===== src/rtl/touch_pkg.sv =====
// touch_pkg: shared ADC width, FSM state encoding and default screen size for the touch sampler
package touch_pkg;
  localparam int ADC_W = 12;
  localparam int SCREEN_W_DEF = 240;
  localparam int SCREEN_H_DEF = 320;
  typedef enum logic [1:0] {IDLE, ACCUM, SCALE, OUT} state_t;
endpackage


===== src/rtl/touch_sample_controller_div.sv =====
// touch_sample_controller_div: free-running counter 0..MAX_VALUE, tick high while at MAX_VALUE
module touch_sample_controller_div #(
  parameter int MAX_VALUE = 24
) (
  input  logic clk,
  input  logic reset,
  output logic tick
);
  localparam int CW = $clog2(MAX_VALUE + 2);
  logic [CW-1:0] cnt;
  assign tick = cnt == CW'(MAX_VALUE);
  // wrap at MAX_VALUE so the tick repeats every MAX_VALUE+1 cycles
  always_ff @(posedge clk)
    if (reset) cnt <= '0;
    else cnt <= tick ? '0 : cnt + CW'(1);
endmodule


===== src/rtl/touch_sample_controller.sv =====
// touch_sample_controller: drives AD7843 enable, batches/filters samples, tracks strokes; TOUCH_SCALE_EN adds pixel scaling
module touch_sample_controller
  import touch_pkg::*;
#(
  parameter int CLK_DIV = 25,
  parameter int AVG_LOG2 = 2,
  parameter int MAX_DELTA = 64,
  parameter int IDLE_TIMEOUT = 20000
`ifdef TOUCH_SCALE_EN
  ,
  parameter int SCREEN_W = SCREEN_W_DEF,
  parameter int SCREEN_H = SCREEN_H_DEF
`endif
) (
  input  logic              clk,
  input  logic              reset,
  output logic              drv_en,
  input  logic              drv_pos_ready,
  input  logic [ADC_W-1:0]  drv_x_pos,
  input  logic [ADC_W-1:0]  drv_y_pos,
  output logic              pt_valid,
  input  logic              pt_ready,
  output logic [ADC_W-1:0]  pt_x,
  output logic [ADC_W-1:0]  pt_y,
  output logic              pen_down,
  output logic              stroke_end
);
  localparam int SW = ADC_W + AVG_LOG2;
  localparam int NW = AVG_LOG2 + 1;
  localparam int TW = $clog2(IDLE_TIMEOUT + 1);
`ifdef TOUCH_SCALE_EN
  localparam int PW = ADC_W + 16;
  localparam state_t DONE = SCALE;
`else
  localparam state_t DONE = OUT;
`endif
  state_t state, state_n;
  logic prev_ready, evt, tmo_sat, outlier, load, add, last, stroke, take;
  logic [ADC_W-1:0] ref_x, ref_y, dx, dy;
  logic [SW-1:0] sum_x, sum_y, sum_nx, sum_ny;
  logic [NW-1:0] n;
  logic [TW-1:0] tmo;

  touch_sample_controller_div #(.MAX_VALUE(CLK_DIV - 1)) u_div (
    .clk(clk),
    .reset(reset),
    .tick(drv_en)
  );

  assign evt = drv_pos_ready & ~prev_ready;
  assign dx = drv_x_pos > ref_x ? drv_x_pos - ref_x : ref_x - drv_x_pos;
  assign dy = drv_y_pos > ref_y ? drv_y_pos - ref_y : ref_y - drv_y_pos;
  assign outlier = dx > ADC_W'(MAX_DELTA) || dy > ADC_W'(MAX_DELTA);
  assign sum_nx = sum_x + SW'(drv_x_pos);
  assign sum_ny = sum_y + SW'(drv_y_pos);
  assign last = n == NW'((1 << AVG_LOG2) - 1);
  assign tmo_sat = tmo == TW'(IDLE_TIMEOUT);
  assign pt_valid = state == OUT;
  assign take = pt_valid & pt_ready;

  // state register
  always_ff @(posedge clk)
    if (reset) state <= IDLE;
    else state <= state_n;

  // next state and datapath controls; an event in ACCUM always beats the timeout
  always_comb begin
    state_n = state;
    load = 1'b0;
    add = 1'b0;
    stroke = 1'b0;
    case (state)
      IDLE: begin
        load = evt;
        state_n = evt ? ACCUM : IDLE;
      end
      ACCUM:
        if (evt) begin
          load = n == '0 || outlier;
          add = !load;
          state_n = add && last ? DONE : ACCUM;
        end else if (pen_down && tmo_sat) begin
          stroke = 1'b1;
          state_n = IDLE;
        end
      SCALE: state_n = OUT;
      OUT: state_n = take ? ACCUM : OUT;
      default: state_n = IDLE;
    endcase
  end

  // sample edge detect, timeout, accumulators, pen tracking and point output registers
  always_ff @(posedge clk)
    if (reset) begin
      prev_ready <= 1'b0;
      tmo <= '0;
      ref_x <= '0;
      ref_y <= '0;
      sum_x <= '0;
      sum_y <= '0;
      n <= '0;
      pen_down <= 1'b0;
      stroke_end <= 1'b0;
      pt_x <= '0;
      pt_y <= '0;
    end else begin
      prev_ready <= drv_pos_ready;
      tmo <= evt ? '0 : tmo + TW'(drv_en && !tmo_sat);
      stroke_end <= stroke;
      if (load) begin
        ref_x <= drv_x_pos;
        ref_y <= drv_y_pos;
        sum_x <= SW'(drv_x_pos);
        sum_y <= SW'(drv_y_pos);
        n <= NW'(1);
        pen_down <= 1'b1;
      end
      if (add) begin
        sum_x <= sum_nx;
        sum_y <= sum_ny;
        n <= n + NW'(1);
      end
      if (stroke || take) n <= '0;
      if (stroke) pen_down <= 1'b0;
`ifdef TOUCH_SCALE_EN
      if (state == SCALE) begin
        pt_x <= ADC_W'((PW'(sum_x[SW-1:AVG_LOG2]) * PW'(SCREEN_W)) >> ADC_W);
        pt_y <= ADC_W'((PW'(sum_y[SW-1:AVG_LOG2]) * PW'(SCREEN_H)) >> ADC_W);
      end
`else
      if (add && last) begin
        pt_x <= sum_nx[SW-1:AVG_LOG2];
        pt_y <= sum_ny[SW-1:AVG_LOG2];
      end
`endif
    end
endmodule


===== config.mk =====
export PLATFORM = sky130hd
export DESIGN_NAME = touch_sample_controller
export DESIGN_NICKNAME = d
export VERILOG_FILES = /design/src/rtl/touch_pkg.sv /design/src/rtl/touch_sample_controller_div.sv /design/src/rtl/touch_sample_controller.sv
export SDC_FILE = /design/constraint.sdc
export NUM_CORES = 1
export LEC_CHECK = 0
export ABC_AREA = 1
export CORE_AREA = 2 2 156 158
export DETAILED_ROUTE_END_ITERATION = 7
export DIE_AREA = 0 0 158 160
export PLACE_DENSITY = 0.51
export SLEW_MARGIN = 20
export SYNTH_ARGS = -nofsm -noshare
export SYNTH_HDL_FRONTEND = slang
export SYNTH_SLANG_ARGS = --single-unit
export TNS_END_PERCENT = 5

===== constraint.sdc =====
create_clock -name clk -period 4.85 [get_ports clk]
set_input_delay 0.485 -clock clk [delete_from_list [all_inputs] [get_ports clk]]
set_output_delay 0.485 -clock clk [all_outputs]
set_load 0.01 [all_outputs]

==> reports/metrics.yaml <==
status: "finished clean"
pwr-share-comb_pct: 26.8
end_kind: "register"
ant_nets: 0
p_int_uw: 1450
num_rows: 57
min_period_over_period_pct: 74.6
die_area_sq_um: 25300
viasPerCell: 4.67
synth_area_sq_um: 8130
ios: 56
p_sw_share_pct: 34.9
fin_crit_ns: 3.62
drive_above_1_share_pct: 3.59
ctsResizeCount: 0
area_growth_pct: 14.0
synth-seq-area-share_pct: 25.6
place_hpwl_microns: 17600
synthArstFlopShare_pct: 0
gp_congestion: 0.896
syn_inst: 1319
finalHoldViolations: 0
crit_family: "simple AND/OR/NAND/NOR gates"
grt_pass1_wl_microns: 36800
dpl_cell_area_sq_um: 8980
vias: 7898
yosysWarnings: 0
die_y_microns: 160
cp_num_buf_inv: 4
cts_tree: "built"
ys_ff_latch: 104
crit_type: "primary input to register"
drtPass1Iterations: 5
cts.root.buffer_cell: "clkbuf_16"
synth-main-ff-cell: "dfxtp_1"
grt_pass1_vias: 7340
post_cts_buffers: 0
syn_avg_cell_area_sq_um: 6.16
gr-total-overflow: 0
clock_skew_ns: 0.0129
power-per-cell-area_nw_per_um2: 241
syn_nets: 1430
startpoint_type: "primary input"
final_area_sq_um: 9270
route.detailed.wl_per_inst_microns: 13.2
max-clock-path-buffers: 2
grt_max_degree: 35
cts_buffers: 9
slew_headroom_pct: 36.5
critPathMaxFanout: 22
drv_slew: 0
cp_data_required_time_ns: 5.15
synth_edf_count: 0
maxCapViolations: 0
yosysUniqueCellTypes: 38
power_frac_clock_pct: 32.9
io_buffer_count: 55
nets: 1472
clock_sinks: 104
cts_hold_buffers: 0
min_path_type: "register to register"
track_usage_pct: 17.9
worstMarginPinSlew_ns: 0.953
crit_chain: "clkdlybuf4s50_1, inv_1, fa_1, inv_1, nand3_1, nand2_1, nand3_1, nand3_1, nand2_2, nand2_1, nand2_1, nand2_1, nand3_1, nor2_4, nand4_4, nor2_2, buf_4, nor2_1, nor2_1"
start_util_pct: 34.1
tns_ns: 0
net-switching-power_uw: 778
finalSetupViolCount: 0
fp.dieW_microns: 158
core_sq_um: 23800
final-seq-area_sq_um: 2080
htreeDepth: 3
cp_slowest_cell: "clkdlybuf4s50_1"
wl_microns: 22200
nFillCells: 2677
max_stage_delay_ns: 0.64
post-route-drc-count: 0
leakagePower_uw: 0.00454
p_seq_share_pct: 40.3
ir_drop_mv: 0.151
clkTransAtPathRegs_ns: 0.09
timing.fmax_mhz: 276
antenna_cells: 0
reg2reg_slack_ns: 1.62
drt_iter0_markers: 449
antenna_found_initial: 0
arrival_ns: 3.92
multiInputGateArea_sq_um: 5130
clk_latency_ns: 0.36
rsz0062_at_grt: "no"
-- layout make-up --
| cell class | count | area share [%] |
|---|---|---|
| multi-input cells | 984 | 55.4 |
| flip-flops and latches | 104 | 22.5 |
| inverters | 198 | 8.02 |
| repair buffers | 64 | 6.62 |
| well taps | 324 | 4.37 |
| clock buffers | 9 | 2.43 |
| clock inverters | 7 | 0.689 |
-- cells by family (layout without fill, tap and decap cells) --
logic type,count (synthesis),after routing,share of synthesized area (%)
simple gates,741,741,38.1
flops,104,104,25.6
buf+inv,231,278,11.3
compound gates,129,129,8.36
fa+ha+maj,83,83,13.3
xor+xnor,31,31,3.34
-- cell usage after synthesis (4+ instances only) --
master      n  area, sq um
a21o_1      4         30.0
a21oi_1    93          465
buf_2       9         45.0
buf_4       6         45.0
clkbuf_1   15         56.3
dfxtp_1   104         2080
fa_1        6          120
ha_1       77          963
inv_1     189          709
inv_2       8         30.0
nand2_1   376         1410
nand3_1   114          571
nand3b_1    5         37.5
nand4_1    13         81.3
nor2_1    195          732
nor3_1     14         70.1
nor4_1      4         25.0
o211ai_1    4         30.0
o21ai_0    18         90.1
xnor2_1    10         87.6
xor2_1     21          184
-- layout by cell type, fill, tap and decap left out, types with 18 or more instances in the layout --
cell | Yosys | final
nand2_1 | 376 | 376
a21oi_1 | 93 | 93
xor2_1 | 21 | 21
dfxtp_1 | 104 | 104
nand3_1 | 114 | 114
inv_1 | 189 | 189
o21ai_0 | 18 | 18
ha_1 | 77 | 77
nor2_1 | 195 | 194
clkdlybuf4s50_1 | 0 | 54
-- metal layers --
layer  track usage [%]  part of all wire, %
met1              26.3                   52
met2              28.2                   44
met3              2.61                  3.1
met4              3.03                 0.93
met5                 0                    0
-- power by group through the flow --
stage               logic, uW  clock network, uW  registers [uW]
floorplan                 440                  0             914
global placement          597                  0             919
detailed placement        594                  0             920
CTS                       597                759             900
global route              684                792             904
finish                    598                734             899
-- flip-flops by register name (all words and copies together) (netlist names), 5 cells and up --
signal and flops:
ref_y 12, u_div.cnt 5, pt_y 12, tmo 15, sum_x 14, ref_x 12
pt_x 12, sum_y 14
-- through the flow --
step	total power (uW)	utilization [%]	worst slack, ns	hold slack (ns)	std cells
after floorplan	1350	-	1.95	0.430	1319
after global placement	1520	37.7	0.929	0.451	1674
after detailed placement	1510	37.7	0.854	0.452	1674
after CTS	2260	38.9	1.23	0.467	1690
after global routing	2380	38.9	0.925	0.488	1690
final	2230	38.9	1.23	0.467	1690
-- worst paths after layout --
kind	start	cells after the start	end
setup reg to reg	ref_y[0]$_SDFFE_PP0P_	21	pt_x[4]$_SDFFE_PP0P_
hold / removal	ref_y[11]$_SDFFE_PP0P_	2	ref_y[11]$_SDFFE_PP0P_
hold reg to reg	ref_y[11]$_SDFFE_PP0P_	2	ref_y[11]$_SDFFE_PP0P_
setup / recovery	drv_y_pos[1]	19	pt_x[4]$_SDFFE_PP0P_
-- tightest hold or removal path, stage by stage, from the launching register on --
cell and delay [ns]:
dfxtp_1 0.32, nand2_1 0.06, a21oi_1 0.05
Note: power is estimated with default switching activity, not from simulation.
